**config.mk**
```make
export PLATFORM = sky130hd
export DESIGN_NAME = debounce_edge
export DESIGN_NICKNAME = d
export VERILOG_FILES = /design/src/rtl/debounce_pkg.sv /design/src/rtl/debounce_chan.sv /design/src/rtl/debounce_edge.sv
export SDC_FILE = /design/constraint.sdc
export NUM_CORES = 1
export LEC_CHECK = 0
export ABC_AREA = 0
export CAP_MARGIN = 10
export CELL_PAD_IN_SITES_DETAIL_PLACEMENT = 2
export CELL_PAD_IN_SITES_GLOBAL_PLACEMENT = 2
export CORE_UTILIZATION = 40
export CTS_CLUSTER_DIAMETER = 40
export DETAILED_ROUTE_END_ITERATION = 12
export HOLD_SLACK_MARGIN = 0.08
export PLACE_DENSITY = 0.87
export SYNTH_ARGS = -nofsm -noshare
export SYNTH_HDL_FRONTEND = slang
export SYNTH_SLANG_ARGS = --single-unit
```
**constraint.sdc**
```tcl
create_clock -name clk -period 4.1 [get_ports clk]
set_clock_uncertainty 0.1 [all_clocks]
set_input_delay 0.82 -clock clk [delete_from_list [all_inputs] [get_ports clk]]
set_output_delay 0.82 -clock clk [all_outputs]
set_load 0.05 [all_outputs]
```
**src/rtl/debounce_pkg.sv**
```systemverilog
// Shared types and helpers for the multi-channel input debouncer.
package debounce_pkg;

  typedef enum logic [1:0] {
    STABLE_LO = 2'b00,
    WAIT_HI   = 2'b01,
    STABLE_HI = 2'b10,
    WAIT_LO   = 2'b11
  } state_e;

  // Counter only has to reach STABLE_CYCLES-1, so $clog2 of the count suffices.
  function automatic int cnt_width(input int stable_cycles);
    return (stable_cycles < 2) ? 1 : $clog2(stable_cycles);
  endfunction

endpackage

```
**src/rtl/debounce_chan.sv**
```systemverilog
// One debounce channel: synchroniser chain, stability counter, edge FSM.
module debounce_chan
  import debounce_pkg::*;
#(
  parameter int SYNC_STAGES   = 2,
  parameter int STABLE_CYCLES = 16
) (
  input  logic clk,
  input  logic reset,
  input  logic din,
  output logic dout,
  output logic rise,
  output logic fall,
  output logic pulse_d
);

  localparam int CNT_W = cnt_width(STABLE_CYCLES);
  localparam logic [CNT_W-1:0] CNT_LAST = CNT_W'(STABLE_CYCLES - 1);

  logic [SYNC_STAGES-1:0] sync_q;
  logic                   s;
  state_e                 state_q, state_d;
  logic [CNT_W-1:0]       cnt_q, cnt_d;
  logic                   dout_q, dout_d;
  logic                   rise_q, rise_d;
  logic                   fall_q, fall_d;

  assign s = sync_q[SYNC_STAGES-1];

  // Synchroniser stage: din is asynchronous, only s feeds the filter.
  always_ff @(posedge clk or posedge reset) begin
    if (reset) sync_q <= '0;
    else       sync_q <= {sync_q[SYNC_STAGES-2:0], din};
  end

  always_comb begin
    state_d = state_q;
    cnt_d   = cnt_q;
    dout_d  = dout_q;
    rise_d  = 1'b0;
    fall_d  = 1'b0;
    unique case (state_q)
      STABLE_LO: begin
        if (s) begin
          state_d = WAIT_HI;
          cnt_d   = CNT_W'(1);
        end else begin
          cnt_d = '0;
        end
      end
      WAIT_HI: begin
        if (!s) begin
          state_d = STABLE_LO;
          cnt_d   = '0;
        end else if (cnt_q == CNT_LAST) begin
          state_d = STABLE_HI;
          cnt_d   = '0;
          dout_d  = 1'b1;
          rise_d  = 1'b1;
        end else begin
          cnt_d = cnt_q + CNT_W'(1);
        end
      end
      STABLE_HI: begin
        if (!s) begin
          state_d = WAIT_LO;
          cnt_d   = CNT_W'(1);
        end else begin
          cnt_d = '0;
        end
      end
      WAIT_LO: begin
        if (s) begin
          state_d = STABLE_HI;
          cnt_d   = '0;
        end else if (cnt_q == CNT_LAST) begin
          state_d = STABLE_LO;
          cnt_d   = '0;
          dout_d  = 1'b0;
          fall_d  = 1'b1;
        end else begin
          cnt_d = cnt_q + CNT_W'(1);
        end
      end
      default: begin
        state_d = STABLE_LO;
        cnt_d   = '0;
      end
    endcase
  end

  // Filter/output stage.
  always_ff @(posedge clk or posedge reset) begin
    if (reset) begin
      state_q <= STABLE_LO;
      cnt_q   <= '0;
      dout_q  <= 1'b0;
      rise_q  <= 1'b0;
      fall_q  <= 1'b0;
    end else begin
      state_q <= state_d;
      cnt_q   <= cnt_d;
      dout_q  <= dout_d;
      rise_q  <= rise_d;
      fall_q  <= fall_d;
    end
  end

  assign dout    = dout_q;
  assign rise    = rise_q;
  assign fall    = fall_q;
  // Exposed pre-register so the top can register any_edge in step with rise/fall.
  assign pulse_d = rise_d | fall_d;

endmodule

```
**src/rtl/debounce_edge.sv**
```systemverilog
// Multi-channel debouncer: WIDTH independent channels plus a shared any_edge flag.
module debounce_edge
  import debounce_pkg::*;
#(
  parameter int WIDTH         = 4,
  parameter int SYNC_STAGES   = 2,
  parameter int STABLE_CYCLES = 16
) (
  input  logic             clk,
  input  logic             reset,
  input  logic [WIDTH-1:0] din,
  output logic [WIDTH-1:0] dout,
  output logic [WIDTH-1:0] rise,
  output logic [WIDTH-1:0] fall,
  output logic             any_edge
);

  logic [WIDTH-1:0] pulse_d;
  logic             any_edge_q;

  for (genvar i = 0; i < WIDTH; i++) begin : g_chan
    debounce_chan #(
      .SYNC_STAGES  (SYNC_STAGES),
      .STABLE_CYCLES(STABLE_CYCLES)
    ) u_chan (
      .clk    (clk),
      .reset  (reset),
      .din    (din[i]),
      .dout   (dout[i]),
      .rise   (rise[i]),
      .fall   (fall[i]),
      .pulse_d(pulse_d[i])
    );
  end

  // Registered from next-state pulses so it lands on the same cycle as rise/fall.
  always_ff @(posedge clk or posedge reset) begin
    if (reset) any_edge_q <= 1'b0;
    else       any_edge_q <= |pulse_d;
  end

  assign any_edge = any_edge_q;

endmodule

```
## Word-level counts from Yosys, hierarchy flattened

Cells that the tools add are included.

- Bits in registers: 45
- Bits in latches: 0
- RAM bits: 0
- Memory bits (read-only): 0
- Word-level logic and storage cells: 190
- Memories: 0

- Add/sub/neg operators: 4
- Multiply operators: 0
- Div/mod/pow operators: 0
- Magnitude comparators: 0
- Equal/unequal tests: 48
- Shift operators: 0
- Multiplexer cells: 92
- Bitwise operators: 4
- Reductions and logical operators: 17

Operators by type and width:

| kind | number |
|---|---|
| 4-bit one-hot mux with 4 select lines | 4 |
| 2-bit two-way mux | 24 |
| 4-bit two-way mux | 12 |
| 1-bit two-way mux | 44 |
| 2-bit by 1-bit != test with 1-bit output (second input constant) | 16 |
| 2-bit one-hot mux with 4 select lines | 4 |
| 5-bit AND reduction | 4 |
| 4-bit by 1-bit adder with 4-bit output (second input constant) | 4 |
| 2-bit == test (second input constant) | 8 |
| 4-bit == test (second input constant) | 4 |
| 2-bit != test (second input constant) | 8 |
| 4-bit AND reduction | 4 |
| 3-bit by 1-bit != test with 1-bit output (second input constant) | 4 |
| 3-bit != test (second input constant) | 4 |
| 2-bit by 1-bit == test with 1-bit output (second input constant) | 4 |
| 2-bit logical NOT | 4 |
| 1-bit one-hot mux with 2 select lines | 4 |
| 2-bit nonzero test | 4 |
| 1-bit bitwise OR | 4 |
| 4-bit OR reduction | 1 |

## Longest topological paths before layout

Gate-level depths: netlist (run 1).

- Word-level depth: 6
- Mapped depth: 4
- Depth with buffers taken out: 4

## Hierarchy

Synthesis (run 1) repeated with hierarchy kept, for this count alone.

- Cell total of the unflattened synthesis: 141
- Area total of the unflattened synthesis: 1784.2 um^2

Modules (own cells, without submodules):

| module | times used | cells each | area an instance (um^2) |
|---|---|---|---|
| debounce_chan at g_chan[0].u_chan ... | 2 | 34 | 435.4 |
| debounce_chan at g_chan[3].u_chan | 1 | 38 | 440.4 |
| debounce_chan at g_chan[2].u_chan | 1 | 32 | 436.7 |
| debounce_edge | 1 | 3 | 36.3 |

## Worst setup path after synthesis (run 1)

OpenSTA, ideal clock, no wires.

- Kind: register -> output
- Start point: register any_edge_q (netlist: any_edge)
- End point: output any_edge
- Arrival: 0.586 ns
- Required time: 3.180 ns
- Setup slack: 2.594 ns
- Cell stages (with the launch flop): 1
- Path buffers: 0
- Cells stage by stage: dfrtp_1

RTL lines:

| element | line | text |
|---|---|---|
| start: declaration | debounce_edge.sv:19 | `logic any_edge_q;` |
| start signal: assignment | debounce_edge.sv:39 | `else any_edge_q <= \|pulse_d;` |
| end: declaration | debounce_edge.sv:15 | `output logic any_edge` |

No word-level cell between the ends.

## Worst setup path in the final report (run 1)

- Start point: register g_chan[0].u_chan.dout_q
- End point: output dout[0]

RTL lines:

| element | line | text |
|---|---|---|
| start: declaration | debounce_chan.sv:24 | `logic dout_q, dout_d;` |
| start signal: assignment | debounce_chan.sv:103 | `dout_q <= dout_d;` |
| end: declaration | debounce_edge.sv:12 | `output logic [WIDTH-1:0] dout,` |

No word-level cell between the ends.

==> results of run 1 <==
[registers in the layout, summed over array words and instances (netlist names), named ones only]
signal and count:
g_chan.u_chan.rise 4, g_chan.u_chan.cnt_q 16, any_edge 1, g_chan.u_chan.fall 4, g_chan.u_chan.sync_q 8, g_chan.u_chan.state_q 4, g_chan.u_chan.dout 4
[power by group]
group / total [W] / switching [W] / internal, W / leakage (nW)
clock: 0.000268 / 0.000135 / 0.000134 / 0.0443
sequential: 0.000468 / 0.0000136 / 0.000455 / 0.592
combinational: 0.0000346 / 0.0000194 / 0.0000153 / 0.311
total: 0.000771 / 0.000168 / 0.000604 / 0.948
[final cells by class]
| cell class | instances | area [um^2] |
|---|---|---|
| inverters | 4 | 15.01 |
| fillers | 445 | 2302 |
| well taps | 52 | 65.06 |
| clock buffers | 7 | 86.33 |
| flip-flops and latches | 45 | 1126 |
| multi-input cells | 92 | 601.8 |
| repair buffers | 19 | 187.7 |
[stage by stage]
stage	std cells	total power [W]	hold slack [ps]
floorplan	153	0.0004954	231.2
global placement	212	0.0005071	232.9
detailed placement	212	0.0005127	240.4
CTS	219	0.0007873	258.1
global route	219	0.0008001	271.2
finish	219	0.0007712	255.0
[routing by layer]
layer / share of wire (%) / vias to the layer above / global-route usage (%)
met5: 0 / - / 0
met4: 1.4 / 0 / 7.333
met3: 2.4 / 5 / 3.488
met2: 55 / 16 / 31.39
met1: 41 / 605 / 20.29
li1: - / 541 / -
[Yosys cell counts (3+ instances only)]
| library cell | instances |
|---|---|
| a21oi_1 | 16 |
| and3_1 | 4 |
| and4_1 | 3 |
| buf_4 | 12 |
| dfrtp_1 | 45 |
| ha_1 | 4 |
| inv_1 | 4 |
| nand2_1 | 16 |
| nand4_1 | 4 |
| nand4b_1 | 3 |
| nor2_1 | 10 |
| nor3b_1 | 4 |
| o21ai_0 | 7 |
| xnor2_1 | 6 |
[cells in the final DEF (no fill, tap or decap), types with 3 or more instances in the layout]
cell type / synthesis / final
a21oi_1: 16 / 16
o21ai_0: 7 / 7
dfrtp_1: 45 / 45
ha_1: 4 / 4
inv_1: 4 / 4
nand4_1: 4 / 4
nand2_1: 16 / 16
nand4b_1: 3 / 3
nor2_1: 10 / 10
and3_1: 4 / 4
and4_1: 3 / 3
nor3b_1: 4 / 4
clkdlybuf4s50_1: 0 / 18
clkbuf_8: 0 / 6
xnor2_1: 6 / 6
[worst min-delay path by stage]
| stage | start | cells past startpoint | slack (ps) | to |
|---|---|---|---|---|
| final | g_chan[2].u_chan.sync_q[0] | 0 | 260 | g_chan[2].u_chan.sync_q[1] |
| after global routing | g_chan[1].u_chan.sync_q[0] | 0 | 270 | g_chan[1].u_chan.sync_q[1] |
| after CTS | g_chan[2].u_chan.sync_q[0] | 0 | 260 | g_chan[2].u_chan.sync_q[1] |
| after detailed placement | g_chan[2].u_chan.sync_q[0] | 0 | 240 | g_chan[2].u_chan.sync_q[1] |
| after global placement | g_chan[1].u_chan.sync_q[0] | 0 | 230 | g_chan[1].u_chan.sync_q[1] |
| after floorplan | g_chan[0].u_chan.sync_q[0] | 0 | 230 | g_chan[0].u_chan.sync_q[1] |
[cell families (layout without fill, tap and decap cells)]
| kind of cell | Yosys count | after routing | share of synthesized area, % |
|---|---|---|---|
| compound gates | 31 | 31 | 10.38 |
| buf+inv | 16 | 30 | 5.734 |
| simple gates | 47 | 47 | 14.13 |
| fa+ha+maj | 4 | 4 | 2.730 |
| xor+xnor | 10 | 10 | 5.597 |
| flops | 45 | 45 | 61.43 |
==> results.tsv, run 1 <==
stage	metric	value	unit
floorplan	fp-row-count	24	
yosys	yosysTopAreaCellShare	61.43	%
clocking	clock_path_buffers	2	
clocking	worstSkewPairLatency	290	ps
clocking	cts_resized	0	
critical_path	crit_arrival	1480	ps
critical_path	cp-endpoint	dout[0]	
power_and_ir_drop	ir_drop	191.0	uV
clocking	clock-sinks	45	
grt	grt_pass1_vias	1297	
critical_path	path_cells	clkdlybuf4s50_1	
final_layout	antenna_cells	0	
clocking	clk_pin_slew	80	ps
sta	worst_pin_slew	561.7	ps
drt	drc	0	
drt	drt_pass1_iterations	4	
yosys	ys_seq_area_share	61.43	%
final_layout	layout-drive-gt1-share	9.581	%
critical_path	start_kind	flop	
critical_path	crit_path_max_incr_delay	810	ps
sta	timing.final.ws_setup	1697	ps
placed_design	dp_hpwl	2788	um
sta	drv_slew	0	
sta	period_minus_slack	2403	ps
critical_path	critical_path_buf_inv_count	1	
yosys	synth-edff-count	0	
power_and_ir_drop	p_leak	0.9475	nW
sta	fin_setup_tns	0	ps
critical_path	path_depth	1	
final_layout	design_area	2082	um^2
yosys	synth_area	1833	um^2
yosys	syn-instance-count	153	
placed_design	pre_cts_ws	1884	ps
power_and_ir_drop	p_per_area	370.4	nW/um^2
floorplan	die_w	69.70	um
sta	hold_viol	0	
yosys	ys_warn_count	0	
yosys	synthFlopType	dfrtp_1	
yosys	synth.avg_cell_area	11.98	um^2
clocking	cts_setup_buffers	0	
floorplan	fp.coreArea	4384	um^2
drt	post_drt_via_cell_ratio	5.329	
final_layout	fin_util	47.49	%
drt	antenna_left	0	
final_layout	area_growth	13.58	%
yosys	synthArstFlopShare	100.0	%
clocking	cts_tree	built	
clocking	cts_hold_buf	0	
critical_path	reg2reg_slack	2390	ps
final_layout	fin_nets	177	
yosys	syn_nets	163	
placed_design	io_buffers	18	
floorplan	ios	19	
min_path	hold_class	flop to flop	
grt	antenna_found_initial	0	
grt	grt_max_degree	32	
grt	grt_overflow	0	
yosys	yosys.area.top_type	dfrtp_1	
floorplan	chipHeight	69.70	um
sta	post-route-period-util	58.62	%
run_status	outcome	completed	
critical_path	regToRegStartpoint	g_chan[1].u_chan.cnt_q[0]	
critical_path	crit_required	3180	ps
critical_path	cp_max_fo	3	
grt	grt_pass1_wl	6472	um
run	cap_violations	0	
critical_path	crit_slowest_cell	clkdlybuf4s50_1	
floorplan	initial_core_util	41.81	%
yosys	synth.distinct_cells	25	
clocking	root_buffer	clkbuf_8	
grt	grt_util_all_layers	17.50	%
critical_path	worstReg2RegEnd	any_edge	
yosys	synth-seq-cells	45	
sta	slew_headroom	62.51	%
sta	timing.fmax	416.1	MHz
critical_path	crit_type	flop to output pin	
clocking	htree_levels	2	
critical_path	cp-end-kind	output pin	
placed_design	gp_congestion	0.6532	
floorplan	dieArea	4857	um^2
drt	drt-total-wl	3749	um
placed_design	placed_area	1996	um^2
critical_path	crit_start	g_chan[0].u_chan.dout	
drt	drt_iter0_markers	32	
sta	grt_setup_unrepaired	no	
drt	wl_per_cell	17.12	um
critical_path	path_delay_family	buffers and inverters	
yosys	synth_area_leaders	dfrtp_1 61%, buf_4 4.9%, a21oi_1 4.4%, nand2_1 3.3%, xnor2_1 2.9%	
critical_path	r2r_cells	4	
clocking	numCtsBuffers	5	
sta	setup_viol_count_final	0	
drt	vias	1167	
No activity file was read; power rests on OpenSTA's default activity.
==> run 2: changes to the inputs <==
--- a/config.mk
+++ b/config.mk
@@ -9,11 +9,11 @@
 export CAP_MARGIN = 10
 export CELL_PAD_IN_SITES_DETAIL_PLACEMENT = 2
 export CELL_PAD_IN_SITES_GLOBAL_PLACEMENT = 2
-export CORE_UTILIZATION = 40
+export CORE_UTILIZATION = 37
 export CTS_CLUSTER_DIAMETER = 40
 export DETAILED_ROUTE_END_ITERATION = 12
 export HOLD_SLACK_MARGIN = 0.08
-export PLACE_DENSITY = 0.87
+export PLACE_DENSITY = 0.82
 export SYNTH_ARGS = -nofsm -noshare
 export SYNTH_HDL_FRONTEND = slang
 export SYNTH_SLANG_ARGS = --single-unit
==> constraint.sdc (replaced) <==
create_clock -name clk -period 2.4 [get_ports clk]
set_clock_uncertainty 0.1 [all_clocks]
set_input_delay 0.48 -clock clk [delete_from_list [all_inputs] [get_ports clk]]
set_output_delay 0.48 -clock clk [all_outputs]
set_load 0.05 [all_outputs]
==> results.tsv, run 2 (same netlist as run 1, synthesis figures left out) <==
stage	metric	value	unit	change
critical_path	path_cells	clkdlybuf4s50_1		
critical_path	critical_path_buf_inv_count	1		unchanged
final_layout	area_growth	16.25	%	
sta	hold_viol	0		unchanged
critical_path	cp_max_fo	3		unchanged
clocking	cts_resized	0		unchanged
clocking	clock-sinks	45		unchanged
clocking	cts_setup_buffers	0		unchanged
critical_path	start_kind	flop		
power_and_ir_drop	p_per_area	663.8	nW/um^2	+79%
placed_design	pre_cts_ws	641.0	ps	-1243 ps
critical_path	crit_arrival	1490	ps	about the same
grt	antenna_found_initial	0		unchanged
drt	drt-total-wl	3733	um	-0.43%
sta	worst_pin_slew	644.4	ps	+82.69 ps
run_status	outcome	completed		
drt	wl_per_cell	15.95	um	-6.8%
drt	drc	0		unchanged
sta	setup_viol_count_final	0		unchanged
sta	slew_headroom	56.77	%	-5.7 points
power_and_ir_drop	ir_drop	251.6	uV	+32%
clocking	cts_hold_buf	0		unchanged
sta	timing.fmax	483.5	MHz	
drt	drt_iter0_markers	43		+34%
critical_path	path_delay_family	buffers and inverters		
clocking	root_buffer	clkbuf_8		
final_layout	largest-register	g_chan.u_chan.cnt_q		
final_layout	largest_register_ffs	16		unchanged
clocking	cts_tree	built		
sta	drv_slew	0		unchanged
sta	fin_setup_tns	0	ps	unchanged
sta	period_minus_slack	2068	ps	
final_layout	fin_nets	177		unchanged
placed_design	gp_congestion	0.7035		+7.7%
run	cap_violations	0		unchanged
placed_design	dp_hpwl	2741	um	-1.7%
critical_path	crit_slowest_cell	clkdlybuf4s50_1		
drt	antenna_left	0		unchanged
drt	post_drt_via_cell_ratio	5.004		-6.1%
critical_path	crit_path_max_incr_delay	820	ps	about the same
floorplan	dieArea	5240	um^2	+7.9%
floorplan	fp-row-count	25		+4.2%
clocking	clk_pin_slew	80	ps	about the same
floorplan	die_w	72.39	um	+3.9%
final_layout	layout-drive-gt1-share	10.18	%	+0.60 points
sta	post-route-period-util	86.18	%	
critical_path	cp-end-kind	output pin		
final_layout	final_cell_mix	45 x dfrtp_1, 18 x clkdlybuf4s50_1, 16 x a21oi_1, 16 x nand2_1, 10 x nor2_1		
clocking	worstSkewPairLatency	300	ps	about the same
clocking	numCtsBuffers	5		unchanged
floorplan	initial_core_util	38.55	%	-3.3 points
final_layout	final_common_cell	dfrtp_1		
drt	vias	1171		+0.34%
grt	grt_pass1_vias	1329		+2.5%
floorplan	ios	19		unchanged
critical_path	crit_required	1820	ps	-1360 ps
placed_design	io_buffers	18		unchanged
sta	timing.final.ws_setup	331.7	ps	-1365 ps
grt	grt_max_degree	30		-6.3%
grt	grt_pass1_wl	6527	um	+0.85%
grt	grt_util_all_layers	16.74	%	-0.76 points
sta	grt_setup_unrepaired	no		
drt	drt_pass1_iterations	4		unchanged
final_layout	antenna_cells	0		unchanged
clocking	clock_path_buffers	2		unchanged
min_path	hold_class	flop to flop		
grt	grt_overflow	0		unchanged
floorplan	fp.coreArea	4755	um^2	+8.4%
power_and_ir_drop	p_leak	0.9580	nW	+1.1%
floorplan	chipHeight	72.39	um	+3.9%
clocking	htree_levels	2		unchanged
final_layout	top_regs	g_chan.u_chan.cnt_q x16, g_chan.u_chan.sync_q x8		
critical_path	crit_type	flop to output pin		
==> run 2: changes by cell type in the layout (fill, tap and decap cells not counted), sizes merged <==
cell,previous run,this run
clkbuf,7,5
clkinv,0,2
inv,4,3
bufinv,0,1
==> run 2: layout make-up <==
| type | count | area (um^2) |
|---|---|---|
| multi-input cells | 92 | 601.8 |
| inverters | 4 | 15.01 |
| clock buffers | 5 | 68.82 |
| clock inverters | 2 | 35.03 |
| well taps | 67 | 83.83 |
| flip-flops and latches | 45 | 1126 |
| fillers | 505 | 2624 |
| repair buffers | 19 | 200.2 |
==> run 2: metrics by stage <==
stage | power [W] | area (um^2) | utilization (%) | instances | hold slack, ps
floorplan | 0.0008463 | 1833 | - | 153 | 231.2
global placement | 0.0008693 | 2027 | 42.63 | 227 | 235.1
detailed placement | 0.0008776 | 2027 | 42.63 | 227 | 240.3
CTS | 0.001434 | 2131 | 44.82 | 234 | 258.6
global route | 0.001468 | 2131 | 44.82 | 234 | 272.7
finish | 0.001414 | 2131 | 44.82 | 234 | 255.6
==> run 2: routing by layer <==
layer,vias to the layer above,part of all wire [%],global-route usage [%],wire length [um]
met4,0,1.3,5.229,48
met2,20,54,29.49,1999
met5,-,0,0,0
met3,6,3.3,4.722,125
met1,602,42,19.73,1559
li1,543,-,-,-
==> run 2: worst paths after layout <==
kind / from / end / slack [ps] / depth (start not counted)
max: g_chan[0].u_chan.dout / dout[0] / 330 / 1
min: g_chan[1].u_chan.sync_q[0] / g_chan[1].u_chan.sync_q[1] / 260 / 0
max reg2reg: g_chan[1].u_chan.cnt_q[0] / any_edge / 620 / 4
min reg2reg: g_chan[1].u_chan.sync_q[0] / g_chan[1].u_chan.sync_q[1] / 260 / 0
max in group asynchronous: reset / g_chan[3].u_chan.fall / 1290 / 3
min in group asynchronous: reset / g_chan[3].u_chan.sync_q[1] / 400 / 2
==> run 2: power breakdown <==
part           internal [W]  switching [W]   total, W
Clock              0.000303       0.000251   0.000554
Sequential         0.000777      0.0000231   0.000800
Combinational     0.0000281      0.0000329  0.0000611
Total               0.00111       0.000307    0.00141
==> run 3: changes to the inputs <==
--- a/config.mk
+++ b/config.mk
@@ -9,11 +9,13 @@
 export CAP_MARGIN = 10
 export CELL_PAD_IN_SITES_DETAIL_PLACEMENT = 2
 export CELL_PAD_IN_SITES_GLOBAL_PLACEMENT = 2
-export CORE_UTILIZATION = 37
+export CORE_UTILIZATION = 41
 export CTS_CLUSTER_DIAMETER = 40
+export CTS_CLUSTER_SIZE = 30
 export DETAILED_ROUTE_END_ITERATION = 12
+export DONT_BUFFER_PORTS = 1
 export HOLD_SLACK_MARGIN = 0.08
-export PLACE_DENSITY = 0.82
+export PLACE_DENSITY = 0.81
 export SYNTH_ARGS = -nofsm -noshare
 export SYNTH_HDL_FRONTEND = slang
 export SYNTH_SLANG_ARGS = --single-unit
==> results.tsv, run 3 (same netlist as run 1, synthesis figures left out) <==
stage	metric	value	unit	change
drt	drt-total-wl	3578	um	-4.2%
power_and_ir_drop	ir_drop	316.6	uV	+26%
drt	drc	0		unchanged
critical_path	cp_max_fo	4		+1
final_layout	final_common_cell	dfrtp_1		
placed_design	placed_cells	193		-15%
sta	setup_viol_count_final	0		unchanged
clocking	worstSkewPairLatency	280	ps	-20 ps
final_layout	antenna_cells	0		unchanged
clocking	root_buffer	clkbuf_8		
critical_path	start_kind	flop		
grt	busiest_layer	met2		
sta	worst_pin_slew	825.0	ps	+180.6 ps
floorplan	fp-row-count	23		-8.0%
floorplan	initial_core_util	44.23	%	+5.7 points
sta	timing.fmax	610.1	MHz	+26%
sta	period_minus_slack	1639	ps	-429.2 ps
floorplan	die_w	68.87	um	-4.9%
sta	grt_setup_unrepaired	no		
power_and_ir_drop	p_leak	0.8891	nW	-7.2%
clocking	htree_levels	2		unchanged
critical_path	crit_arrival	1700	ps	+210 ps
min_path	hold_class	input port to flop		
drt	antenna_left	0		unchanged
final_layout	area_growth	4.573	%	
critical_path	crit_required	2460	ps	+640 ps
final_layout	stdcell_count	201		-14%
clocking	cts_tree	built		
floorplan	dieArea	4742	um^2	-9.5%
final_layout	largest-register	g_chan.u_chan.cnt_q		
grt	grt_max_degree	26		-13%
grt	grt_util_met2	30.83	%	+1.3 points
clocking	clock_path_buffers	2		unchanged
sta	slew_headroom	44.66	%	-12 points
floorplan	fp.coreArea	4144	um^2	-13%
final_layout	layout-drive-gt1-share	11.26	%	+1.1 points
grt	grt_use_met1	21.41	%	+1.7 points
grt	grt_util_all_layers	17.99	%	+1.3 points
drt	drt_pass1_iterations	4		unchanged
floorplan	chipHeight	68.87	um	-4.9%
placed_design	dp_hpwl	2630	um	-4.1%
grt	grt_pass1_wl	6023	um	-7.7%
sta	fin_setup_tns	0	ps	unchanged
run_status	outcome	completed		
placed_design	gp_congestion	0.8084		+15%
drt	drt_iter0_markers	18		-58%
power_and_ir_drop	p_per_area	682.7	nW/um^2	+2.8%
critical_path	r2r_cells	4		unchanged
floorplan	ios	19		unchanged
critical_path	crit_start	g_chan[1].u_chan.cnt_q[0]		
sta	hold_viol	0		unchanged
sta	post-route-period-util	68.30	%	-18 points
grt	grt_overflow	0		unchanged
grt	antenna_found_initial	0		unchanged
run	cap_violations	0		unchanged
drt	vias	1098		-6.2%
critical_path	regToRegStartpoint	g_chan[1].u_chan.cnt_q[0]		
grt	grt_pass1_vias	1238		-6.8%
critical_path	cp-end-kind	flop		
final_layout	fin_nets	161		-9.0%
clocking	clk_pin_slew	80	ps	about the same
sta	drv_slew	0		unchanged
placed_design	io_buffers	0		-18
grt	grtUsageMet3	3.783	%	-0.94 points
final_layout	top_regs	g_chan.u_chan.cnt_q x16, g_chan.u_chan.sync_q x8		
critical_path	cp-endpoint	any_edge		
clocking	numCtsBuffers	5		unchanged
drt	post_drt_via_cell_ratio	5.463		+9.2%
clocking	cts_resized	0		unchanged
critical_path	crit_type	flop to flop		
clocking	clock-sinks	45		unchanged
final_layout	final_cell_mix	45 x dfrtp_1, 16 x a21oi_1, 16 x nand2_1, 10 x nor2_1, 7 x o21ai_0		
drt	wl_per_cell	17.80	um	+12%
critical_path	reg2reg_slack	760	ps	+140 ps
critical_path	worstReg2RegEnd	any_edge		
final_layout	largest_register_ffs	16		unchanged
run 3: repair_timing:
action,CTS,global route
buffers inserted,0,0
hold buffers,1,0
hold endpoints to repair,23,0
run 3: worst max-delay path, cell delays in order, from the launching register on:
cell and delay (ps):
dfrtp_1 430, ha_1 270, and4_1 260, a222oi_1 320, o21ai_1 130
run 3: final cells by class:
| type | instances | area [um^2] |
|---|---|---|
| multi-input combinational | 92 | 601.8 |
| inverter | 4 | 15.01 |
| fill | 452 | 2227 |
| clock buffer | 7 | 86.33 |
| tap | 50 | 62.56 |
| timing repair buffer | 3 | 25.02 |
| sequential | 45 | 1126 |
run 3: worst min path at each step:
stage / start / to / slack, ps / cells after the start
after floorplan: g_chan[0].u_chan.sync_q[0] / g_chan[0].u_chan.sync_q[1] / 230 / 0
after global placement: g_chan[3].u_chan.sync_q[0] / g_chan[3].u_chan.sync_q[1] / 230 / 0
after detailed placement: g_chan[1].u_chan.sync_q[0] / g_chan[1].u_chan.sync_q[1] / 240 / 0
after CTS: din[1] / g_chan[1].u_chan.sync_q[0] / 100 / 0
after global routing: din[1] / g_chan[1].u_chan.sync_q[0] / 100 / 0
final: din[1] / g_chan[1].u_chan.sync_q[0] / 120 / 0
run 3: per-layer routing:
layer  part of all wire [%]  routed length [um]
met1                     43                1538
met2                     52                1867
met3                    2.9                 103
met4                    1.9                  68
met5                      0                   0
run 3: stage by stage:
| step | setup WS [ps] | cell area [um^2] | hold WS (ps) | total power (W) | utilization [%] |
|---|---|---|---|---|---|
| final | 760.9 | 1917 | 116.4 | 0.001309 | 46.26 |
| after global routing | 664.2 | 1917 | 97.11 | 0.001367 | 46.26 |
| after CTS | 737.4 | 1917 | 104.9 | 0.001329 | 46.26 |
| after detailed placement | 794.0 | 1821 | 235.6 | 0.0008664 | 43.93 |
| after global placement | 899.2 | 1821 | 234.2 | 0.0008600 | 43.93 |
| after floorplan | 760.6 | 1833 | 231.2 | 0.0008463 | - |
run 3: power breakdown:
group          switching (W)  total [W]  internal, W
Sequential         0.0000219   0.000799     0.000777
Combinational      0.0000319  0.0000530    0.0000211
Clock               0.000229   0.000457     0.000229
Total               0.000282    0.00131      0.00103
